$ cat config.mk
export PLATFORM = sky130hd
export DESIGN_NAME = if_prefetch
export DESIGN_NICKNAME = d
export VERILOG_FILES = /design/src/rtl/cpu_pkg.sv /design/src/rtl/if_prefetch_sync_fifo.sv /design/src/rtl/if_prefetch.sv
export SDC_FILE = /design/constraint.sdc
export NUM_CORES = 1
export LEC_CHECK = 0
export ABC_AREA = 1
export CAP_MARGIN = 5
export CORE_AREA = 4 4 189 191
export DETAILED_ROUTE_END_ITERATION = 6
export DIE_AREA = 0 0 193 195
export PLACE_DENSITY = 0.72
export SLEW_MARGIN = 10
export SYNTH_ARGS = -nofsm -noshare
export SYNTH_HDL_FRONTEND = slang
export SYNTH_SLANG_ARGS = --single-unit
$ cat constraint.sdc
create_clock -name clk -period 11.3 [get_ports clk]
set_input_delay 2.26 -clock clk [delete_from_list [all_inputs] [get_ports clk]]
set_output_delay 2.26 -clock clk [all_outputs]
set_load 0.1 [all_outputs]
$ cat src/rtl/cpu_pkg.sv
// Shared definitions for the instruction-fetch front end: widths, constants,
// fetch FSM encoding, queue entry layout and small PC helpers.
package cpu_pkg;

    localparam int          INST_W   = 32;
    localparam int          PC_W     = 32;
    localparam logic [31:0] PC_STEP  = 32'd4;
    localparam logic [31:0] NOP_INST = 32'h0000_0000;

    typedef enum logic [1:0] {
        ST_IDLE    = 2'd0,
        ST_FETCH   = 2'd1,
        ST_DISCARD = 2'd2
    } fetch_state_e;

    // One prefetch queue entry: PC in the upper word, instruction in the lower.
    typedef struct packed {
        logic [PC_W-1:0]   pc;
        logic [INST_W-1:0] inst;
    } fetch_entry_t;

    // Instruction fetches are always word aligned.
    function automatic logic [PC_W-1:0] align_pc(input logic [PC_W-1:0] pc);
        return pc & 32'hFFFF_FFFC;
    endfunction

    // Sequential next PC; wraps silently at the top of the address space.
    function automatic logic [PC_W-1:0] next_pc(input logic [PC_W-1:0] pc);
        return pc + PC_STEP;
    endfunction

endpackage

$ cat src/rtl/if_prefetch_sync_fifo.sv
// Small synchronous FIFO used as the prefetch queue. Flush empties it and has
// priority over push/pop. A push into a full queue is only taken when a pop
// frees a slot in the same cycle, so entries are never overwritten.
module sync_fifo #(
    parameter int WIDTH = 64,
    parameter int DEPTH = 4
) (
    input  logic                       clk,
    input  logic                       rst,
    input  logic                       push,
    input  logic                       pop,
    input  logic                       flush,
    input  logic [WIDTH-1:0]           din,
    output logic [WIDTH-1:0]           dout,
    output logic [$clog2(DEPTH):0]     count,
    output logic                       full,
    output logic                       empty
);

    localparam int PTR_W = $clog2(DEPTH);
    localparam int CNT_W = PTR_W + 1;

    logic [WIDTH-1:0] mem_q [DEPTH];
    logic [WIDTH-1:0] mem_d [DEPTH];
    logic [PTR_W-1:0] wr_ptr_q, wr_ptr_d;
    logic [PTR_W-1:0] rd_ptr_q, rd_ptr_d;
    logic [CNT_W-1:0] count_q, count_d;
    logic             push_ok_s;
    logic             pop_ok_s;

    assign full  = (count_q == CNT_W'(DEPTH));
    assign empty = (count_q == {CNT_W{1'b0}});
    assign count = count_q;
    assign dout  = mem_q[rd_ptr_q];

    // Next-state for storage, pointers and occupancy.
    always_comb begin
        mem_d     = mem_q;
        wr_ptr_d  = wr_ptr_q;
        rd_ptr_d  = rd_ptr_q;
        count_d   = count_q;
        pop_ok_s  = pop & ~empty;
        push_ok_s = push & (~full | pop_ok_s);
        if (flush) begin
            wr_ptr_d = {PTR_W{1'b0}};
            rd_ptr_d = {PTR_W{1'b0}};
            count_d  = {CNT_W{1'b0}};
        end else begin
            if (push_ok_s) begin
                mem_d[wr_ptr_q] = din;
                wr_ptr_d        = wr_ptr_q + {{(PTR_W-1){1'b0}}, 1'b1};
            end else begin
                wr_ptr_d = wr_ptr_q;
            end
            if (pop_ok_s) begin
                rd_ptr_d = rd_ptr_q + {{(PTR_W-1){1'b0}}, 1'b1};
            end else begin
                rd_ptr_d = rd_ptr_q;
            end
            case ({push_ok_s, pop_ok_s})
                2'b10:   count_d = count_q + {{(CNT_W-1){1'b0}}, 1'b1};
                2'b01:   count_d = count_q - {{(CNT_W-1){1'b0}}, 1'b1};
                default: count_d = count_q;
            endcase
        end
    end

    // Queue state registers; contents cleared on reset.
    always_ff @(posedge clk or posedge rst) begin
        if (rst) begin
            for (int i = 0; i < DEPTH; i++) begin
                mem_q[i] <= {WIDTH{1'b0}};
            end
            wr_ptr_q <= {PTR_W{1'b0}};
            rd_ptr_q <= {PTR_W{1'b0}};
            count_q  <= {CNT_W{1'b0}};
        end else begin
            mem_q    <= mem_d;
            wr_ptr_q <= wr_ptr_d;
            rd_ptr_q <= rd_ptr_d;
            count_q  <= count_d;
        end
    end

endmodule

$ cat src/rtl/if_prefetch.sv
// Instruction-fetch front end. Issues sequential word fetches over a req/ack
// interface with at most one request outstanding, queues returned {pc,inst}
// pairs and presents the queue head to decode. A redirect flushes the queue;
// a request already on the bus is allowed to finish and its data is dropped.
module if_prefetch
    import cpu_pkg::*;
#(
    parameter logic [31:0] RESET_PC = 32'h0000_0000,
    parameter int          DEPTH    = 4
) (
    input  logic        clk,
    input  logic        pcrst,
    output logic        imem_req,
    output logic [31:0] imem_addr,
    input  logic        imem_ack,
    input  logic [31:0] imem_rdata,
    input  logic        redirect,
    input  logic [31:0] redirect_pc,
    input  logic        id_ready,
    output logic        id_valid,
    output logic [31:0] id_pc,
    output logic [31:0] id_inst
);

    localparam int CNT_W = $clog2(DEPTH) + 1;

    fetch_state_e     state_q, state_d;
    logic [31:0]      fetch_pc_q, fetch_pc_d;
    logic [31:0]      addr_q, addr_d;
    logic             push_s;
    logic             pop_s;
    logic             full_s;
    logic             empty_s;
    logic [CNT_W-1:0] count_s;
    logic [CNT_W-1:0] cnt_after_s;
    logic [63:0]      head_raw_s;
    fetch_entry_t     head_s;
    fetch_entry_t     push_entry_s;

    assign head_s       = fetch_entry_t'(head_raw_s);
    assign push_entry_s = '{pc: fetch_pc_q, inst: imem_rdata};

    // A redirect discards the head, so nothing is consumed in that cycle.
    assign pop_s = ~empty_s & id_ready & ~redirect;

    // Occupancy once this cycle's fetch lands and any pop is taken.
    assign cnt_after_s = count_s + {{(CNT_W-1){1'b0}}, 1'b1} - {{(CNT_W-1){1'b0}}, pop_s};

    sync_fifo #(
        .WIDTH (64),
        .DEPTH (DEPTH)
    ) u_queue (
        .clk   (clk),
        .rst   (pcrst),
        .push  (push_s),
        .pop   (pop_s),
        .flush (redirect),
        .din   (push_entry_s),
        .dout  (head_raw_s),
        .count (count_s),
        .full  (full_s),
        .empty (empty_s)
    );

    // Fetch FSM: next state, next fetch PC, queue push and bus address.
    always_comb begin
        state_d    = state_q;
        fetch_pc_d = fetch_pc_q;
        push_s     = 1'b0;
        case (state_q)
            ST_IDLE: begin
                if (redirect) begin
                    fetch_pc_d = align_pc(redirect_pc);
                    state_d    = ST_FETCH;
                end else if (~full_s) begin
                    state_d = ST_FETCH;
                end else begin
                    state_d = ST_IDLE;
                end
            end
            ST_FETCH: begin
                if (redirect) begin
                    // Data acked alongside a redirect is stale; if the bus is
                    // still busy, wait it out in DISCARD.
                    fetch_pc_d = align_pc(redirect_pc);
                    state_d    = imem_ack ? ST_FETCH : ST_DISCARD;
                end else if (imem_ack) begin
                    push_s     = 1'b1;
                    fetch_pc_d = next_pc(fetch_pc_q);
                    state_d    = (cnt_after_s < CNT_W'(DEPTH)) ? ST_FETCH : ST_IDLE;
                end else begin
                    state_d = ST_FETCH;
                end
            end
            ST_DISCARD: begin
                if (redirect) begin
                    fetch_pc_d = align_pc(redirect_pc);
                end else begin
                    fetch_pc_d = fetch_pc_q;
                end
                state_d = imem_ack ? ST_IDLE : ST_DISCARD;
            end
            default: begin
                state_d = ST_IDLE;
            end
        endcase

        // Address is captured only when a new request starts, so it stays
        // stable for the whole of an outstanding request, discarded or not.
        if (state_d == ST_FETCH) begin
            addr_d = fetch_pc_d;
        end else begin
            addr_d = addr_q;
        end
    end

    // FSM, fetch PC and bus address registers.
    always_ff @(posedge clk or posedge pcrst) begin
        if (pcrst) begin
            state_q    <= ST_IDLE;
            fetch_pc_q <= RESET_PC;
            addr_q     <= RESET_PC;
        end else begin
            state_q    <= state_d;
            fetch_pc_q <= fetch_pc_d;
            addr_q     <= addr_d;
        end
    end

    assign imem_req  = (state_q == ST_FETCH) || (state_q == ST_DISCARD);
    assign imem_addr = addr_q;

    assign id_valid = ~empty_s;
    assign id_pc    = empty_s ? 32'h0000_0000 : head_s.pc;
    assign id_inst  = empty_s ? NOP_INST : head_s.inst;

endmodule
-- Word-level counts from Yosys, hierarchy flattened
Index checks and enable logic that the tools add are counted.
- bits in registers: 329
- output and inout port bits: 98
- $add $sub $neg: 6
- order comparisons: 4
- eq/ne operators: 6
- mux-type cells: 29
- bitwise operators: 10
- reduce and logical (&&, ||, !) cells: 9
- operator list (cell ; count):
    $bwmux W256 ; 1
    $mux W64 ; 3
    $mux W32 ; 5
    $bmux W64 S2 ; 1
    $demux W64 S2 ; 1
    $pmux W32 S2 ; 1
    $add A32 B3 Y32 const B ; 1
    $mux W2 ; 7
    $mux W1 ; 7
    $eq A2 B1 Y1 const B ; 3
    $ge A3 B3 Y1 const B ; 2
    $not A2 Y3 ; 2
    $pmux W2 S3 ; 1
    $pmux W3 S2 ; 1
    $add A2 B1 Y2 const B ; 2
    $and A1 B1 Y1 ; 4
    $eq A2 B2 Y1 const B ; 2
    $reduce_bool A2 Y1 ; 2
    $add A3 B1 Y3 const B ; 1
    $eq A3 B3 Y1 const B ; 1
    $logic_not A3 Y1 ; 1
    $lt A3 B1 Y1 const B ; 1
    $lt A3 B3 Y1 const B ; 1
    $mux W3 ; 1
    other kinds (10) ; 12

-- Logic depth before layout (Yosys ltp)
Gate-level depths: netlist of run 1.
- word-level depth: 11
- gate-level depth with buffers: 14

-- By module
From an unflattened synthesis of run 1, not the netlist that was laid out.
- cells, all modules: 2310
- area total of the unflattened synthesis: 17247.8 sq um
- modules (own cells, without submodules) (module ; instances ; cells an instance ; area an instance (sq um) ; seq. area each (sq um)):
    sync_fifo ; 1 ; 1534 ; 12459.4 ; 6581.3
    if_prefetch ; 1 ; 776 ; 4788.3 ; 1651.6

-- Least setup slack after synthesis of run 1
No wires, ideal clock.
- kind: register to output
- start: register u_queue.count_q[0], in the netlist u_queue.count[0]
- end: output id_inst[0]
- data arrival time: 2.757 ns
- data required time: 9.040 ns
- setup slack: 6.283 ns
- cell stages (with the launch flop): 7
- path buffers: 1
- path through: dfrtp_1 -> inv_1 -> ha_1 -> nand2_4 -> inv_2 -> clkbuf_1 -> a21oi_1
- cells in the longest elaborated chain, start to end: 2
- RTL lines (element ; line ; text):
    from (decl) ; if_prefetch_sync_fifo.sv:27 ; logic [CNT_W-1:0] count_q, count_d;
    from (signal assigned) ; if_prefetch_sync_fifo.sv:76 ; count_q <= {CNT_W{1'b0}};
    from (signal assigned) ; if_prefetch_sync_fifo.sv:81 ; count_q <= count_d;
    $logic_not A3 Y1 ; if_prefetch_sync_fifo.sv:32 ; assign empty = (count_q == {CNT_W{1'b0}});
    $mux W32 ; if_prefetch.sv:135 ; assign id_inst = empty_s ? NOP_INST : head_s.inst;
    to (decl) ; if_prefetch.sv:22 ; output logic [31:0] id_inst
No other way between the ends.

-- Worst setup path in the final report of run 1
- start: register u_queue.rd_ptr_q[0]
- end: output id_inst[15]
- cells in the longest elaborated chain, start to end: 5
- RTL lines (element ; line ; text):
    from (decl) ; if_prefetch_sync_fifo.sv:26 ; logic [PTR_W-1:0] rd_ptr_q, rd_ptr_d;
    from (signal assigned) ; if_prefetch_sync_fifo.sv:75 ; rd_ptr_q <= {PTR_W{1'b0}};
    from (signal assigned) ; if_prefetch_sync_fifo.sv:80 ; rd_ptr_q <= rd_ptr_d;
    $not A2 Y3 (not written as such) ; if_prefetch_sync_fifo.sv:34 ; assign dout = mem_q[rd_ptr_q];
    $bmux W64 S2 ; if_prefetch_sync_fifo.sv:34 ;
    $mux W64 (not written as such) (2 in a row) ; if_prefetch_sync_fifo.sv:34 ;
    $mux W32 ; if_prefetch.sv:135 ;
No other way between the ends. The select of a mux whose other input is x is not followed.

==> metrics.cfg, run 1 <==
[status]
outcome = complete, no violations

[yosys]
synth.top_cell.area_share = 0.499
synthDistinctLibCells = 50
synth_seq_cells = 329
yosysMostFrequentCell = nand2_1
yosysSeqAreaShare = 0.499
syn_avg_cell_area_um2 = 8.54
syn_inst = 1932
synth_nets = 2013
ys_top_cells_by_area = dfrtp_1 50%, nand2_1 9.6%, o21ai_0 7.0%
ys_top_cells_by_count = 422 x nand2_1, 329 x dfrtp_1, 230 x o21ai_0
synth-edff-count = 0
synth-async-reset-ratio = 1.00
syn-cell-area_um2 = 16500
ys.flop_type = dfrtp_1
yosysTopAreaCell = dfrtp_1
yosys_warnings = 0

[timing]
period_share = 0.618
max_clock_freq_mhz = 143
slew_headroom = 0.232
setup_viol = 0
clock_skew_ps = 21.0
fin_worst_hold_slack_ps = 477
hold_viol_final = 0
rsz0062_at_grt = false
setup_tns_ps = 0
slew_viol_final = 0
tightest_slew_ps = 1150
finalWorstPathRequiredPeriod_ps = 6980

[place]
post-dp-hpwl_mm = 25.7
gp_congestion = 0.910
io_buffers = 164
placed_cell_area_um2 = 18200

[global_routing]
grt_max_degree = 184
overflow = 0
grt_pass1_vias = 13412
grtUsageTotal = 0.218
grt_first_pass_wirelength_mm = 67.8
antenna_found_initial = 0

[clocking]
hold_buffers = 0
postCtsSetupRepairBufs = 0
cts_buffer_depth = 3
cts.htree.levels = 2
cts.root.buffer_cell = clkbuf_16
cts_tree = yes
clk_latency_ps = 520
clock_sinks = 329
ctsResizeCount = 0
cts.clk_slew.worst_paths_ps = 60
cts_buffers = 37

[floorplan]
row_count = 68
io_pins = 167
die_h_um = 195
initial_utilization = 0.483
fp.dieArea_um2 = 37600
die_w_um = 193
core_um2 = 34100

[route]
drc_errors = 0
drt_iter0_markers = 1001
dr_total_vias = 13549
drt_first_pass_iters = 5
wl_per_cell_um = 16.5
avgViaCountPerCell = 5.42
finalWirelength_mm = 41.2
drtAntennaViolNets = 0

[worst_setup_path]
cp_slowest_cell = clkdlybuf4s50_1
critPathLaunchType = flip-flop
worst-path-stages = 5
cp_data_required_time_ps = 9040
reg2regPathDepth = 8
critPathTopFamily = buffers and inverters
path_class = reg2out
critPathBufInv = 3
path_cells = buf_4, buf_4, o21ai_0, a21oi_1, clkdlybuf4s50_1
crit_top_cell = buf_4
cp-end-kind = output port
cp_max_fo = 108
worstPathArrival_ps = 4720
slowest_delay_ps = 1190

[worst_hold_path]
hp-class = reg2reg
hold_path_depth = 1

[layout]
fin_util = 0.568
multiInputGateArea_um2 = 6760
n_fill_cell = 3043
regArea_um2 = 8240
drive_gt1_frac = 0.0822
syn_to_final_growth_pct = 17.4
fin_area_um2 = 19400
n_antenna_cell = 0
final_nets = 2097

[job]
max_cap_violations = 0

-- worst paths after layout --
path	start	end	slack (ps)
setup / recovery	u_queue.rd_ptr_q[0]$_DFFE_PP0P_	id_inst[15]	4320
hold / removal	u_queue.mem_q[193]$_DFFE_PP0P_	u_queue.mem_q[193]$_DFFE_PP0P_	480
setup reg to reg	state_q[1]$_DFF_PP0_	u_queue.mem_q[244]$_DFFE_PP0P_	7310
hold reg to reg	u_queue.mem_q[193]$_DFFE_PP0P_	u_queue.mem_q[193]$_DFFE_PP0P_	480
max in group asynchronous	pcrst	u_queue.mem_q[62]$_DFFE_PP0P_	7190
min in group asynchronous	pcrst	u_queue.mem_q[22]$_DFFE_PP0P_	2110
-- layer usage --
layer,GRT usage,vias up,wire [um]
met5,0,-,0
met4,0.0566,0,970
met3,0.0388,72,2290
met2,0.353,370,19000
met1,0.304,6573,19000
li1,-,6534,-
-- stage by stage --
stage | worst slack (ps) | cells
after floorplan | 4650 | 1932
after global placement | 4980 | 2432
after detailed placement | 4960 | 2432
after CTS | 4410 | 2499
after global routing | 4070 | 2499
final | 4320 | 2499
-- worst reg2reg max path, stage by stage, from the launching register on --
cell and delay (ps):
dfrtp_1 400, inv_1 90, ha_1 590, inv_2 400, nor2_2 280, nand2_2 200
nor2_4 640, buf_4 780, mux2_2 480
-- cells by family after synthesis --
| kind of cell | synth area share |
|---|---|
| AO/OA/AOI/OAI | 0.183 |
| XOR/XNOR | 0.00159 |
| adder cells (fa/ha/maj) | 0.00910 |
| buffers and inverters | 0.0924 |
| flip-flops | 0.499 |
| multiplexers | 0.0601 |
| AND/OR/NAND/NOR | 0.155 |
-- registers in the layout, indices dropped and copies added (netlist names) --
| register | cells |
|---|---|
| fetch_pc_q | 32 |
| imem_addr | 32 |
| state_q | 2 |
| u_queue.count | 3 |
| u_queue.mem_q | 256 |
| u_queue.rd_ptr_q | 2 |
| u_queue.wr_ptr_q | 2 |
-- area by class of cell --
type	instances	share of cell area
sequential	329	0.426
tap	455	0.0294
clock inverter	10	0.00420
timing repair buffer	179	0.0912
clock buffer	57	0.0570
multi-input combinational	1246	0.349
inverter	223	0.0436
-- cells in the final DEF (no fill, tap or decap), types with 48 or more instances in the layout --
cell type / n
a21oi_1: 148
clkdlybuf4s50_1: 164
dfrtp_1: 327
inv_1: 213
mux2_2: 48
nand2_1: 422
nand3_1: 48
nor2_1: 81
o211ai_1: 67
o21ai_0: 230
Power of run 1 is left out: the tool's default activity adds up to more than one toggle a clock period on the data nets, which glitch-free logic cannot reach.
==> inputs of run 2 (changes only) <==
==> constraint.sdc (replaced) <==
create_clock -name clk -period 6.4 [get_ports clk]
set_input_delay 1.28 -clock clk [delete_from_list [all_inputs] [get_ports clk]]
set_output_delay 1.28 -clock clk [all_outputs]
set_load 0.1 [all_outputs]
==> run 2 against run 1 <==
Compared with the run above:
- die area is the same
- via count increased by 0.34%
- flip-flop and latch count stayed put
- first-iteration DRC count down 1.3%
- worst hold slack better by 1.5 ps
- design area is 0.40% higher
- critical path depth decreased by 1
- count of clock-buffer cells in the layout is 2 lower
- critical endpoint is now id_pc[17]
- largest cell class unchanged
==> metrics.cfg, run 2 (synthesis results as in run 1) <==
[status]
outcome = complete, no violations

[global_routing]
grt_pass1_vias = 13228  ; -1.4%
grt_max_degree = 146  ; -21%
overflow = 0  ; unchanged
antenna_found_initial = 0  ; unchanged
grtUsageTotal = 0.219  ; +0.00137
grt_first_pass_wirelength_mm = 68.0  ; +0.38%

[worst_setup_path]
path_class = reg2out
critPathLaunchType = flip-flop
worstPathArrival_ps = 3890  ; -830 ps
reg2reg_slack_ps = 2660  ; -4650 ps
cp_data_required_time_ps = 5120  ; -3920 ps
slowest_delay_ps = 1210  ; +20 ps
cp_max_fo = 101  ; -6.5%
cp_slowest_cell = clkdlybuf4s50_1
cp-end-kind = output port
path_cells = buf_4, o211ai_1, a21oi_1, clkdlybuf4s50_1

[clocking]
postCtsSetupRepairBufs = 0  ; unchanged
cts_buffer_depth = 3  ; unchanged
ctsResizeCount = 0  ; unchanged
cts.root.buffer_cell = clkbuf_16
cts.clk_slew.worst_paths_ps = 60  ; about the same
hold_buffers = 0  ; unchanged
cts.htree.levels = 2  ; unchanged
cts_buffers = 37  ; unchanged
clk_latency_ps = 520  ; about the same
clock_sinks = 329  ; unchanged
cts_tree = yes

[timing]
slew_viol_final = 0  ; unchanged
hold_viol_final = 0  ; unchanged
clock_skew_ps = 21.4  ; +0.317 ps
tightest_slew_ps = 1160  ; +8.44 ps
setup_viol = 0  ; unchanged
setup_tns_ps = 0  ; unchanged
slew_headroom = 0.226  ; -0.00563
finalWorstPathRequiredPeriod_ps = 5170
max_clock_freq_mhz = 193
rsz0062_at_grt = false
period_share = 0.809

[route]
drc_errors = 0  ; unchanged
wl_per_cell_um = 16.7  ; +1.0%
dr_total_vias = 13595  ; +0.34%
drtAntennaViolNets = 0  ; unchanged
drt_iter0_markers = 988  ; -1.3%
avgViaCountPerCell = 5.45  ; +0.46%
drt_first_pass_iters = 6  ; +1
finalWirelength_mm = 41.6  ; +0.92%

[layout]
largest_reg_flops = 256  ; unchanged
syn_to_final_growth_pct = 17.9
n_antenna_cell = 0  ; unchanged
final_nets = 2098  ; +0.048%
top_register = u_queue.mem_q
mostFrequentLayoutCells = 422 x nand2_1, 327 x dfrtp_1, 230 x o21ai_0
drive_gt1_frac = 0.0818  ; -0.000369
final_common_cell = nand2_1

[floorplan]
io_pins = 167  ; unchanged
fp.dieArea_um2 = 37600  ; unchanged
die_w_um = 193  ; unchanged
initial_utilization = 0.483  ; unchanged
row_count = 68  ; unchanged
core_um2 = 34100  ; unchanged
die_h_um = 195  ; unchanged

[worst_hold_path]
hp-class = reg2reg

[place]
io_buffers = 164  ; unchanged
gp_congestion = 0.897  ; -1.5%
post-dp-hpwl_mm = 26.3  ; +2.2%

[job]
max_cap_violations = 0  ; unchanged

-- run 2: final timing paths --
kind,start,end,cells past startpoint
worst max-delay path,u_queue.rd_ptr_q[0]$_DFFE_PP0P_,id_pc[17],4
max in group asynchronous,pcrst,u_queue.mem_q[2]$_DFFE_PP0P_,3
worst min register to register,u_queue.mem_q[203]$_DFFE_PP0P_,u_queue.mem_q[203]$_DFFE_PP0P_,1
worst min-delay path,u_queue.mem_q[203]$_DFFE_PP0P_,u_queue.mem_q[203]$_DFFE_PP0P_,1
min in group asynchronous,pcrst,u_queue.mem_q[150]$_DFFE_PP0P_,2
worst max register to register,state_q[1]$_DFF_PP0_,u_queue.mem_q[112]$_DFFE_PP0P_,8
-- run 2: worst max-delay path, delay by kind of cell, from the launching register on --
| family | cells | cell delay, ps |
|---|---|---|
| buffers and inverters | 2 | 1750 |
| flip-flops | 1 | 1080 |
| AO/OA/AOI/OAI | 2 | 500 |
-- run 2: metal layers --
layer	global-route usage	part of all wire	vias up
met1	0.311	0.45	6564
met4	0.0632	0.025	0
met3	0.0290	0.062	71
met2	0.354	0.47	441
met5	0	0	-
li1	-	-	6519
-- run 2: area by class of cell --
cell class	instances	area [um2]
Timing Repair Buffer	180	1840
Multi-Input combinational cell	1246	6760
Clock buffer	55	1100
Sequential cell	329	8240
Clock inverter	8	96.3
Tap cell	455	569
Inverter	223	843
Fill cell	3046	14700
-- run 2: through the flow --
step | setup WS [ps] | instance area (um2) | util | std cells | hold WS, ps
floorplan | 727 | 16500 | - | 1932 | 452
global placement | 1830 | 18200 | 0.535 | 2433 | 461
finish | 1230 | 19400 | 0.570 | 2496 | 479
detailed placement | 1820 | 18200 | 0.535 | 2433 | 470
global route | 1010 | 19400 | 0.570 | 2496 | 494
CTS | 1240 | 19400 | 0.570 | 2496 | 483
Power of run 2 is left out for the same reason.
